[config.mk]
export PLATFORM = sky130hd
export DESIGN_NAME = cv32e40x_lsu_bus_arbiter
export DESIGN_NICKNAME = d
export VERILOG_FILES = /design/src/rtl/cv32e40x_pkg.sv /design/src/rtl/cv32e40x_lsu_arb_id_fifo.sv /design/src/rtl/cv32e40x_lsu_bus_arbiter.sv
export SDC_FILE = /design/constraint.sdc
export NUM_CORES = 1
export LEC_CHECK = 0
export ABC_AREA = 1
export ABC_CLOCK_PERIOD_IN_PS = 4500
export CORE_AREA = 2 2 136 138
export CTS_CLUSTER_DIAMETER = 30
export DETAILED_ROUTE_END_ITERATION = 7
export DIE_AREA = 0 0 138 140
export SETUP_SLACK_MARGIN = 0.15
export SYNTH_ARGS = -nofsm -noshare
export SYNTH_HDL_FRONTEND = slang
export SYNTH_SLANG_ARGS = --single-unit
[constraint.sdc]
create_clock -name clk -period 4.5 [get_ports clk]
set_clock_uncertainty 0.1 [all_clocks]
set_input_delay 0.45 -clock clk [delete_from_list [all_inputs] [get_ports clk]]
set_output_delay 0.45 -clock clk [all_outputs]
set_load 0.02 [all_outputs]
[src/rtl/cv32e40x_pkg.sv]
// ----------------------------------------------------------------------------
// cv32e40x_pkg
// Shared types for the core data-side OBI path.
//   obi_data_req_t  : request channel payload (addr, we, be, wdata, memtype,
//                     prot, atop)
//   obi_data_resp_t : response channel payload (rdata, err, exokay)
//   lsu_arb_state_e : state of the LSU/XIF data bus arbiter
// ----------------------------------------------------------------------------
package cv32e40x_pkg;

  typedef struct packed {
    logic [31:0] addr;
    logic        we;
    logic [3:0]  be;
    logic [31:0] wdata;
    logic [1:0]  memtype;
    logic [2:0]  prot;
    logic [5:0]  atop;
  } obi_data_req_t;

  typedef struct packed {
    logic [31:0] rdata;
    logic        err;
    logic        exokay;
  } obi_data_resp_t;

  typedef enum logic [0:0] {
    ARB_IDLE   = 1'b0,
    ARB_LOCKED = 1'b1
  } lsu_arb_state_e;

endpackage

[src/rtl/cv32e40x_lsu_arb_id_fifo.sv]
// ----------------------------------------------------------------------------
// cv32e40x_lsu_arb_id_fifo
// In-order owner FIFO: one bit per outstanding bus transfer recording which
// requester (0 = LSU, 1 = XIF) issued it.
//   clk, rst_n : clock, asynchronous active-low reset
//   push       : store push_data at the tail (ignored when full)
//   push_data  : owner id of the accepted transfer
//   pop        : drop the head entry (ignored when empty)
//   head       : owner id of the oldest outstanding transfer
//   empty/full : occupancy flags
//   cnt        : number of valid entries (0..DEPTH)
// ----------------------------------------------------------------------------
module cv32e40x_lsu_arb_id_fifo
  import cv32e40x_pkg::*;
#(
  parameter int unsigned DEPTH = 2
) (
  input  logic                         clk,
  input  logic                         rst_n,
  input  logic                         push,
  input  logic                         push_data,
  input  logic                         pop,
  output logic                         head,
  output logic                         empty,
  output logic                         full,
  output logic [$clog2(DEPTH+1)-1:0]   cnt
);

  localparam int unsigned CNT_W = $clog2(DEPTH + 1);
  localparam int unsigned PTR_W = (DEPTH > 1) ? $clog2(DEPTH) : 1;

  logic [DEPTH-1:0] mem_r;
  logic [PTR_W-1:0] wptr_r;
  logic [PTR_W-1:0] rptr_r;
  logic [CNT_W-1:0] cnt_r;
  logic             push_ok_s;
  logic             pop_ok_s;

  // Pointers wrap modulo DEPTH, which need not be a power of two.
  function automatic logic [PTR_W-1:0] ptr_inc(input logic [PTR_W-1:0] p);
    if (p == PTR_W'(DEPTH - 1)) begin
      ptr_inc = {PTR_W{1'b0}};
    end else begin
      ptr_inc = p + PTR_W'(1);
    end
  endfunction

  assign empty     = (cnt_r == {CNT_W{1'b0}});
  assign full      = (cnt_r == CNT_W'(DEPTH));
  assign push_ok_s = push && !full;
  assign pop_ok_s  = pop && !empty;
  assign head      = mem_r[rptr_r];
  assign cnt       = cnt_r;

  // Storage, pointers and occupancy count.
  always_ff @(posedge clk or negedge rst_n) begin
    if (!rst_n) begin
      mem_r  <= {DEPTH{1'b0}};
      wptr_r <= {PTR_W{1'b0}};
      rptr_r <= {PTR_W{1'b0}};
      cnt_r  <= {CNT_W{1'b0}};
    end else begin
      if (push_ok_s) begin
        mem_r[wptr_r] <= push_data;
        wptr_r        <= ptr_inc(wptr_r);
      end
      if (pop_ok_s) begin
        rptr_r <= ptr_inc(rptr_r);
      end
      case ({push_ok_s, pop_ok_s})
        2'b10:   cnt_r <= cnt_r + CNT_W'(1);
        2'b01:   cnt_r <= cnt_r - CNT_W'(1);
        default: cnt_r <= cnt_r;
      endcase
    end
  end

endmodule

[src/rtl/cv32e40x_lsu_bus_arbiter.sv]
// ----------------------------------------------------------------------------
// cv32e40x_lsu_bus_arbiter
// Shares the core data OBI bus between the LSU (port 0, after the response
// filter) and the XIF memory interface (port 1). A request that is waiting
// for gnt locks the arbiter onto its owner so the bus payload stays stable.
// Every accepted transfer's owner goes into an in-order ID FIFO, and each
// response is steered back combinationally to the owner at the FIFO head.
//   clk, rst_n            : clock, asynchronous active-low reset
//   m0_* / m1_*           : requester-side OBI (req/trans/gnt/rvalid/resp)
//   bus_req_o/bus_trans_o : muxed OBI request towards memory
//   bus_gnt_i/bus_rvalid_i/bus_resp_i : OBI handshake and response
//   busy_o                : transfers outstanding or a request pending
// ----------------------------------------------------------------------------
module cv32e40x_lsu_bus_arbiter
  import cv32e40x_pkg::*;
#(
  parameter int unsigned DEPTH = 2
) (
  input  logic           clk,
  input  logic           rst_n,
  input  logic           m0_req_i,
  input  obi_data_req_t  m0_trans_i,
  output logic           m0_gnt_o,
  output logic           m0_rvalid_o,
  output obi_data_resp_t m0_resp_o,
  input  logic           m1_req_i,
  input  obi_data_req_t  m1_trans_i,
  output logic           m1_gnt_o,
  output logic           m1_rvalid_o,
  output obi_data_resp_t m1_resp_o,
  output logic           bus_req_o,
  output obi_data_req_t  bus_trans_o,
  input  logic           bus_gnt_i,
  input  logic           bus_rvalid_i,
  input  obi_data_resp_t bus_resp_i,
  output logic           busy_o
);

  localparam int unsigned CNT_W = $clog2(DEPTH + 1);

  lsu_arb_state_e   state_r;
  logic             lock_owner_r;
  logic             last_grant_r;
  logic             sel_s;
  logic             eligible_s;
  logic             accept_s;
  logic             fifo_head_s;
  logic             fifo_empty_s;
  logic             fifo_full_s;
  logic [CNT_W-1:0] fifo_cnt_s;

  // Eligibility uses the registered count only, so the req path never depends
  // on bus_rvalid_i; a response at cnt == DEPTH frees the slot one cycle later.
  assign eligible_s = (fifo_cnt_s < CNT_W'(DEPTH));

  // Select the requester that drives the bus this cycle.
  always_comb begin
    sel_s = 1'b0;
    case (state_r)
      ARB_IDLE: begin
        if (m0_req_i && m1_req_i) begin
          sel_s = !last_grant_r;
        end else if (m1_req_i) begin
          sel_s = 1'b1;
        end else begin
          sel_s = 1'b0;
        end
      end
      ARB_LOCKED: sel_s = lock_owner_r;
      default:    sel_s = 1'b0;
    endcase
  end

  assign bus_req_o   = eligible_s && (sel_s ? m1_req_i : m0_req_i);
  assign bus_trans_o = sel_s ? m1_trans_i : m0_trans_i;
  assign accept_s    = bus_req_o && bus_gnt_i;
  assign m0_gnt_o    = accept_s && !sel_s;
  assign m1_gnt_o    = accept_s && sel_s;

  // A response with an empty FIFO belongs to no live transfer and is dropped.
  assign m0_rvalid_o = bus_rvalid_i && !fifo_empty_s && !fifo_head_s;
  assign m1_rvalid_o = bus_rvalid_i && !fifo_empty_s && fifo_head_s;
  assign m0_resp_o   = bus_resp_i;
  assign m1_resp_o   = bus_resp_i;

  assign busy_o = (fifo_cnt_s != {CNT_W{1'b0}}) || m0_req_i || m1_req_i;

  // Grant lock while a request waits on gnt, plus round-robin history.
  always_ff @(posedge clk or negedge rst_n) begin
    if (!rst_n) begin
      state_r      <= ARB_IDLE;
      lock_owner_r <= 1'b0;
      last_grant_r <= 1'b1;
    end else begin
      case (state_r)
        ARB_IDLE: begin
          if (bus_req_o && !bus_gnt_i) begin
            state_r      <= ARB_LOCKED;
            lock_owner_r <= sel_s;
          end else begin
            state_r <= ARB_IDLE;
          end
        end
        ARB_LOCKED: begin
          if (bus_gnt_i) begin
            state_r <= ARB_IDLE;
          end else begin
            state_r <= ARB_LOCKED;
          end
        end
        default: state_r <= ARB_IDLE;
      endcase
      if (accept_s) begin
        last_grant_r <= sel_s;
      end
    end
  end

  cv32e40x_lsu_arb_id_fifo #(
    .DEPTH (DEPTH)
  ) u_id_fifo (
    .clk       (clk),
    .rst_n     (rst_n),
    .push      (accept_s),
    .push_data (sel_s),
    .pop       (bus_rvalid_i),
    .head      (fifo_head_s),
    .empty     (fifo_empty_s),
    .full      (fifo_full_s),
    .cnt       (fifo_cnt_s)
  );

  cv32e40x_lsu_bus_arbiter_checker u_checker (
    .clk        (clk),
    .rst_n      (rst_n),
    .locked     (state_r == ARB_LOCKED),
    .lock_owner (lock_owner_r),
    .m0_req     (m0_req_i),
    .m1_req     (m1_req_i),
    .push       (accept_s),
    .full       (fifo_full_s),
    .empty      (fifo_empty_s),
    .rvalid     (bus_rvalid_i)
  );

endmodule

// ----------------------------------------------------------------------------
// cv32e40x_lsu_bus_arbiter_checker
// Protocol properties of the arbiter; no functional outputs.
//   locked/lock_owner : arbiter holds a grant for this requester
//   m0_req/m1_req     : requester reqs
//   push/full/empty   : ID FIFO handshake and flags
//   rvalid            : bus response valid
// ----------------------------------------------------------------------------
module cv32e40x_lsu_bus_arbiter_checker (
  input logic clk,
  input logic rst_n,
  input logic locked,
  input logic lock_owner,
  input logic m0_req,
  input logic m1_req,
  input logic push,
  input logic full,
  input logic empty,
  input logic rvalid
);

  logic active_r;

  // Responses of transfers issued before a reset may still arrive; a stray
  // response only indicates an error once a transfer has been issued since.
  always_ff @(posedge clk or negedge rst_n) begin
    if (!rst_n) begin
      active_r <= 1'b0;
    end else if (push) begin
      active_r <= 1'b1;
    end else begin
      active_r <= active_r;
    end
  end

  a_req_held_while_locked : assert property (@(posedge clk) disable iff (!rst_n)
    locked |-> (lock_owner ? m1_req : m0_req));

  a_no_push_when_full : assert property (@(posedge clk) disable iff (!rst_n)
    !(push && full));

  a_no_stray_rvalid : assert property (@(posedge clk) disable iff (!rst_n)
    !(rvalid && empty && active_r));

endmodule

Word level (Yosys, flattened, before mapping)
Index checks and enable logic that the tools add are counted.
Widths: inputs -> output; s select.
{"block": "totals", "register_bits": 9, "inputBits": 200, "elab_cells": 58}
{"block": "op_classes", "addsub": 4, "magnitude_cmp": 4, "n_eq_ne": 3, "mux": 16, "bitwise_logic": 1, "n_reduce_logical": 23}
{"op": "$mux 80", "count": 1}
{"op": "$logic_and 1x1->1", "count": 11}
{"op": "$mux 1", "count": 10}
{"op": "$logic_not 1->1", "count": 6}
{"op": "$eq 2x2->1 const B", "count": 2}
{"op": "$lt 1x2->1 const B", "count": 2}
{"op": "$pmux 1 s2", "count": 2}
{"op": "$pmux 2 s2", "count": 1}
{"op": "$reduce_bool 2->1", "count": 2}
{"op": "$add 1x1->1 const B", "count": 2}
{"op": "$add 2x1->2 const B", "count": 1}
{"op": "$bwmux 2", "count": 1}
{"op": "$eq 2x1->1 const B", "count": 1}
{"op": "$logic_not 2->1", "count": 1}
{"op": "$logic_or 1x1->1", "count": 2}
{"op": "$lt 2x2->1 const B", "count": 1}
{"op": "$reduce_and 2->1", "count": 1}
{"op": "$sub 2x1->2 const B", "count": 1}
{"op": "$demux 1 s1", "count": 1}
{"op": "$ge 1x1->1 const B", "count": 1}
{"op": "$not 1->1", "count": 1}

Longest topological paths before layout
{"block": "logic_depth", "depth_word": 9, "ltp_mapped": 8}

Modules after synthesis
Synthesis repeated with hierarchy kept, for this count alone.
{"block": "hier_totals", "hier_cells": 402, "area_unflattened_um2": 2092.0}
{"mod": "cv32e40x_lsu_bus_arbiter", "instances": 1, "cells_per_inst": 359, "area_per_inst_um2": 1756.7}
{"mod": "cv32e40x_lsu_arb_id_fifo", "instances": 1, "cells_per_inst": 43, "area_per_inst_um2": 335.3}

Least setup slack after synthesis
OpenSTA, ideal clock, no wires.
{"block": "synth_timing", "path_kind": "register to output", "start": "reg last_grant_r", "end": "out bus_trans_o[0] (netlist name)", "arrival_time_ps": 1185, "path_slack_ps": 2765, "path_stages_with_launch": 8, "path_buffers": 2, "path_cell_list": "dfstp_2 nand2_1 nand3_2 nand2_2 buf_4 buf_4 nand2_1 nand2_1"}
{"item": "start, declared", "line": "cv32e40x_lsu_bus_arbiter.sv:43", "rtl": "logic last_grant_r;"}
{"item": "start signal, assigned", "line": "cv32e40x_lsu_bus_arbiter.sv:114", "rtl": "last_grant_r <= sel_s;"}
{"item": "end, declared", "line": "cv32e40x_lsu_bus_arbiter.sv:32", "rtl": "output obi_data_req_t bus_trans_o,"}

==> metrics.md <==
| Metric | Value |
|---|---|
| Hold depth | 2 |
| Slew HR | 67.8% |
| Setup slack, reg-to-reg | 2.61 ns |
| Starting Density | 11.3% |
| Leak | 1.99 nW |
| Synth top area cells | nand2_1, buf_4, dfrtp_1 |
| Port bufs | 251 |
| Unrepaired setup endpoints after global routing | no |
| CP Capture Type | output port |
| Hold-fix buffers, CTS | 0 |
| Setup CP Type | primary input to output port |
| Initial antenna violation count | 1 |
| DRT Wirelength | 9840 µm |
| Cts bufs inserted | 3 |
| Critical Path Fanout Max | 40 |
| Startpoint Class | primary input |
| Comb power frac | 82.9% |
| CORE AREA | 0.0178 mm² |
| Vias in the first global route | 2797 |
| Register share of total power | 8.5% |
| Critical R2R Launch | last_grant_r$_DFFE_PN1N_ |
| HPWL Detailed | 8310 µm |
| Actual slew at the worst max-slew pin | 0.478 ns |
| Rows | 49 |
| EDFF count, synth | 0 |
| Final WS setup | 1.24 ns |
| GRT overflow | 0 |
| Fin. max-slew vios | 0 |
| Main flop type after synthesis | dfrtp_1 |
| Clock sinks | 9 |
| Syn Std Cell Area | 0.00200 mm² |
| Yosys reg bits | 9 |
| Period utilization | 72.4% |
| Final #Nets | 761 |
| # Max-Cap Violations | 0 |
| Fillcell total | 1999 |
| N_diodes | 0 |
| Number of routed nets with antenna violations | 0 |
| DRC violations left | 0 |
| Setup TNS | 0 ns |
| Setup bufs post-CTS | 0 |
| Hold Crit Start | u_id_fifo.mem_r[1]$_DFFE_PN0P_ |
| Commonest cells post-synth | nand2_1, buf_4, buf_2, dfrtp_1, nor2_1 |
| # setup viols final | 0 |
| Final hold vios | 0 |
| CTS root buf | clkbuf_16 |
| Hold endpoint | u_id_fifo.mem_r[1]$_DFFE_PN0P_ |
| Arr. time, crit path | 2.71 ns |
| Drt via density | 3.52 |
| R2r endpoint | u_id_fifo.cnt[1]$_DFFE_PN0P_ |
| Fmax | 307 MHz |
| Seq/Total Area, Yosys | 11.3% |
| Die X | 138 µm |
| Detailed Routing Iterations Pass 1 | 4 |
| Post-cts sizing count | 0 |
| Hold Path Class | register to register |
| CP required | 3.95 ns |
| Layout cells sized above 1 | 2.50% |
| Initial DRC Count | 68 |
| Die area | 0.0193 mm² |
| Largest net degree at the start of global routing | 48 |
| I/O Pins | 354 |
| Clock Latency Late Sink | 0.24 ns |
| Die Y | 140 µm |
| Outcome | finished clean |
| Post-route minimum period | 3.26 ns |
| Area added between synthesis and finish | 115% |
| WL/cell | 12.5 µm |
| Clk network pwr share | 8.6% |
| Overall Global Routing Usage | 9.60% |
| Routability cong. | 0.768 |
| Worst ir drop on vdd | 0.143 mV |
| Cell with the most instances after synthesis | nand2_1 |
| Worst-path clk slew | 0.04 ns |
| CTS tree | yes |
| Netlist cell types | 20 |
| Mapped Cells | 386 |
| Avg Inst Size Synth | 5.18 µm² |
| Worst r2r path cells | 8 |
| Share of the synthesized area in the top cell type | 48.0% |
| Post-synth ARST share | 100% |
| First-pass GRT wire length | 15000 µm |
| P_sw | 0.874 mW |
| Switch share | 48.3% |
| Int Power | 0.935 mW |
| PwrDens | 420 mW/mm² |
| Clock buffer depth | 2 |
| Htree depth | 1 |
| Setup WS pre-CTS | 1.15 ns |
| Synth Warn # | 0 |
| Post-Synthesis Net Count | 587 |
| DR vias | 2775 |
| Yosys top cell by area | nand2_1 |
==> cells by family after synthesis <==
family                     count (synthesis)  synth area share [%]
AOI/OAI and AO/OA                          6                  1.50
xor gates and xnor gates                   3                  1.31
adders and majority gates                  1                 0.625
buffers and inverters                     93                  32.1
DFF                                        9                  11.3
and+or+nand+nor                          274                  53.1
==> sequential cells by signal, summed over array words and instances (netlist names) <==
name              cells
u_id_fifo.wptr_r      1
last_grant_r          1
u_id_fifo.rptr_r      1
lock_owner_r          1
u_id_fifo.cnt         2
u_id_fifo.mem_r       2
state_r               1
==> critical path, cell delays in order <==
cell and delay, ns:
clkdlybuf4s50_1 0.48, nand2_1 0.07, nand3_2 0.08, nand2_4 0.25, inv_2 0.13, buf_4 0.36, nand2_1 0.09, nand2_1 0.12
clkdlybuf4s50_1 0.62
==> per-layer routing <==
metal | GRT usage, % | vias to the layer above | part of all wire, %
li1 | - | 1428 | -
met4 | 5.21 | 0 | 5.5
met5 | 0 | - | 0
met2 | 16.8 | 164 | 46
met1 | 10.6 | 1134 | 39
met3 | 2.50 | 49 | 9.5
==> power groups by stage <==
stage          Sequential [mW]  Combinational, mW  Clock, mW
5_1_grt                  0.161               1.64      0.164
4_1_cts                  0.155               1.53      0.159
3_5_place_dp             0.156               1.53          0
3_3_place_gp             0.156               1.52          0
6_report                 0.154               1.50      0.156
2_1_floorplan            0.147              0.887          0
==> cells in the final DEF, fill, tap and decap left out, types with 2 or more instances in the layout <==
master | Yosys | layout
nand2_1 | 256 | 256
clkdlybuf4s50_1 | 0 | 251
nor2_1 | 8 | 8
dfrtp_1 | 8 | 8
inv_1 | 6 | 6
o21ai_0 | 4 | 4
clkbuf_16 | 0 | 3
inv_2 | 2 | 2
nand3_2 | 2 | 2
nand3_1 | 2 | 2
a21oi_1 | 2 | 2
nand4_1 | 2 | 2
xnor2_1 | 2 | 2
buf_4 | 75 | 2
==> per-stage QoR <==
stage	total power [mW]	instance area [µm²]	std cells	hold WS [ns]	util, %
final	1.81	4310	788	0.374	24.2
after global routing	1.96	4310	788	0.401	24.2
after CTS	1.85	4310	788	0.376	24.2
after detailed placement	1.68	4230	784	0.366	23.8
after global placement	1.68	4230	784	0.365	23.8
after floorplan	1.03	2000	386	0.0544	-
==> area by class of cell <==
cell class | instances | area, µm² | area share (%)
clock buffers | 4 | 78.8 | 1.83
flip-flops and latches | 9 | 226 | 5.26
well taps | 229 | 287 | 6.66
inverters | 8 | 30.0 | 0.697
multi-input cells | 284 | 1140 | 26.4
repair buffers | 254 | 2550 | 59.2
==> worst max-delay path by stage <==
stage | from | end | slack, ns | depth (start not counted)
after floorplan | last_grant_r$_DFFE_PN1N_ | bus_trans_o[0] | 2.76 | 7
after global placement | m0_req_i | bus_trans_o[57] | 1.13 | 9
after detailed placement | m0_req_i | bus_trans_o[57] | 1.15 | 9
after CTS | m0_req_i | bus_trans_o[57] | 1.14 | 9
after global routing | m0_req_i | bus_trans_o[57] | 0.99 | 9
final | m0_req_i | bus_trans_o[57] | 1.24 | 9
Power figures use the tool's default switching activity.
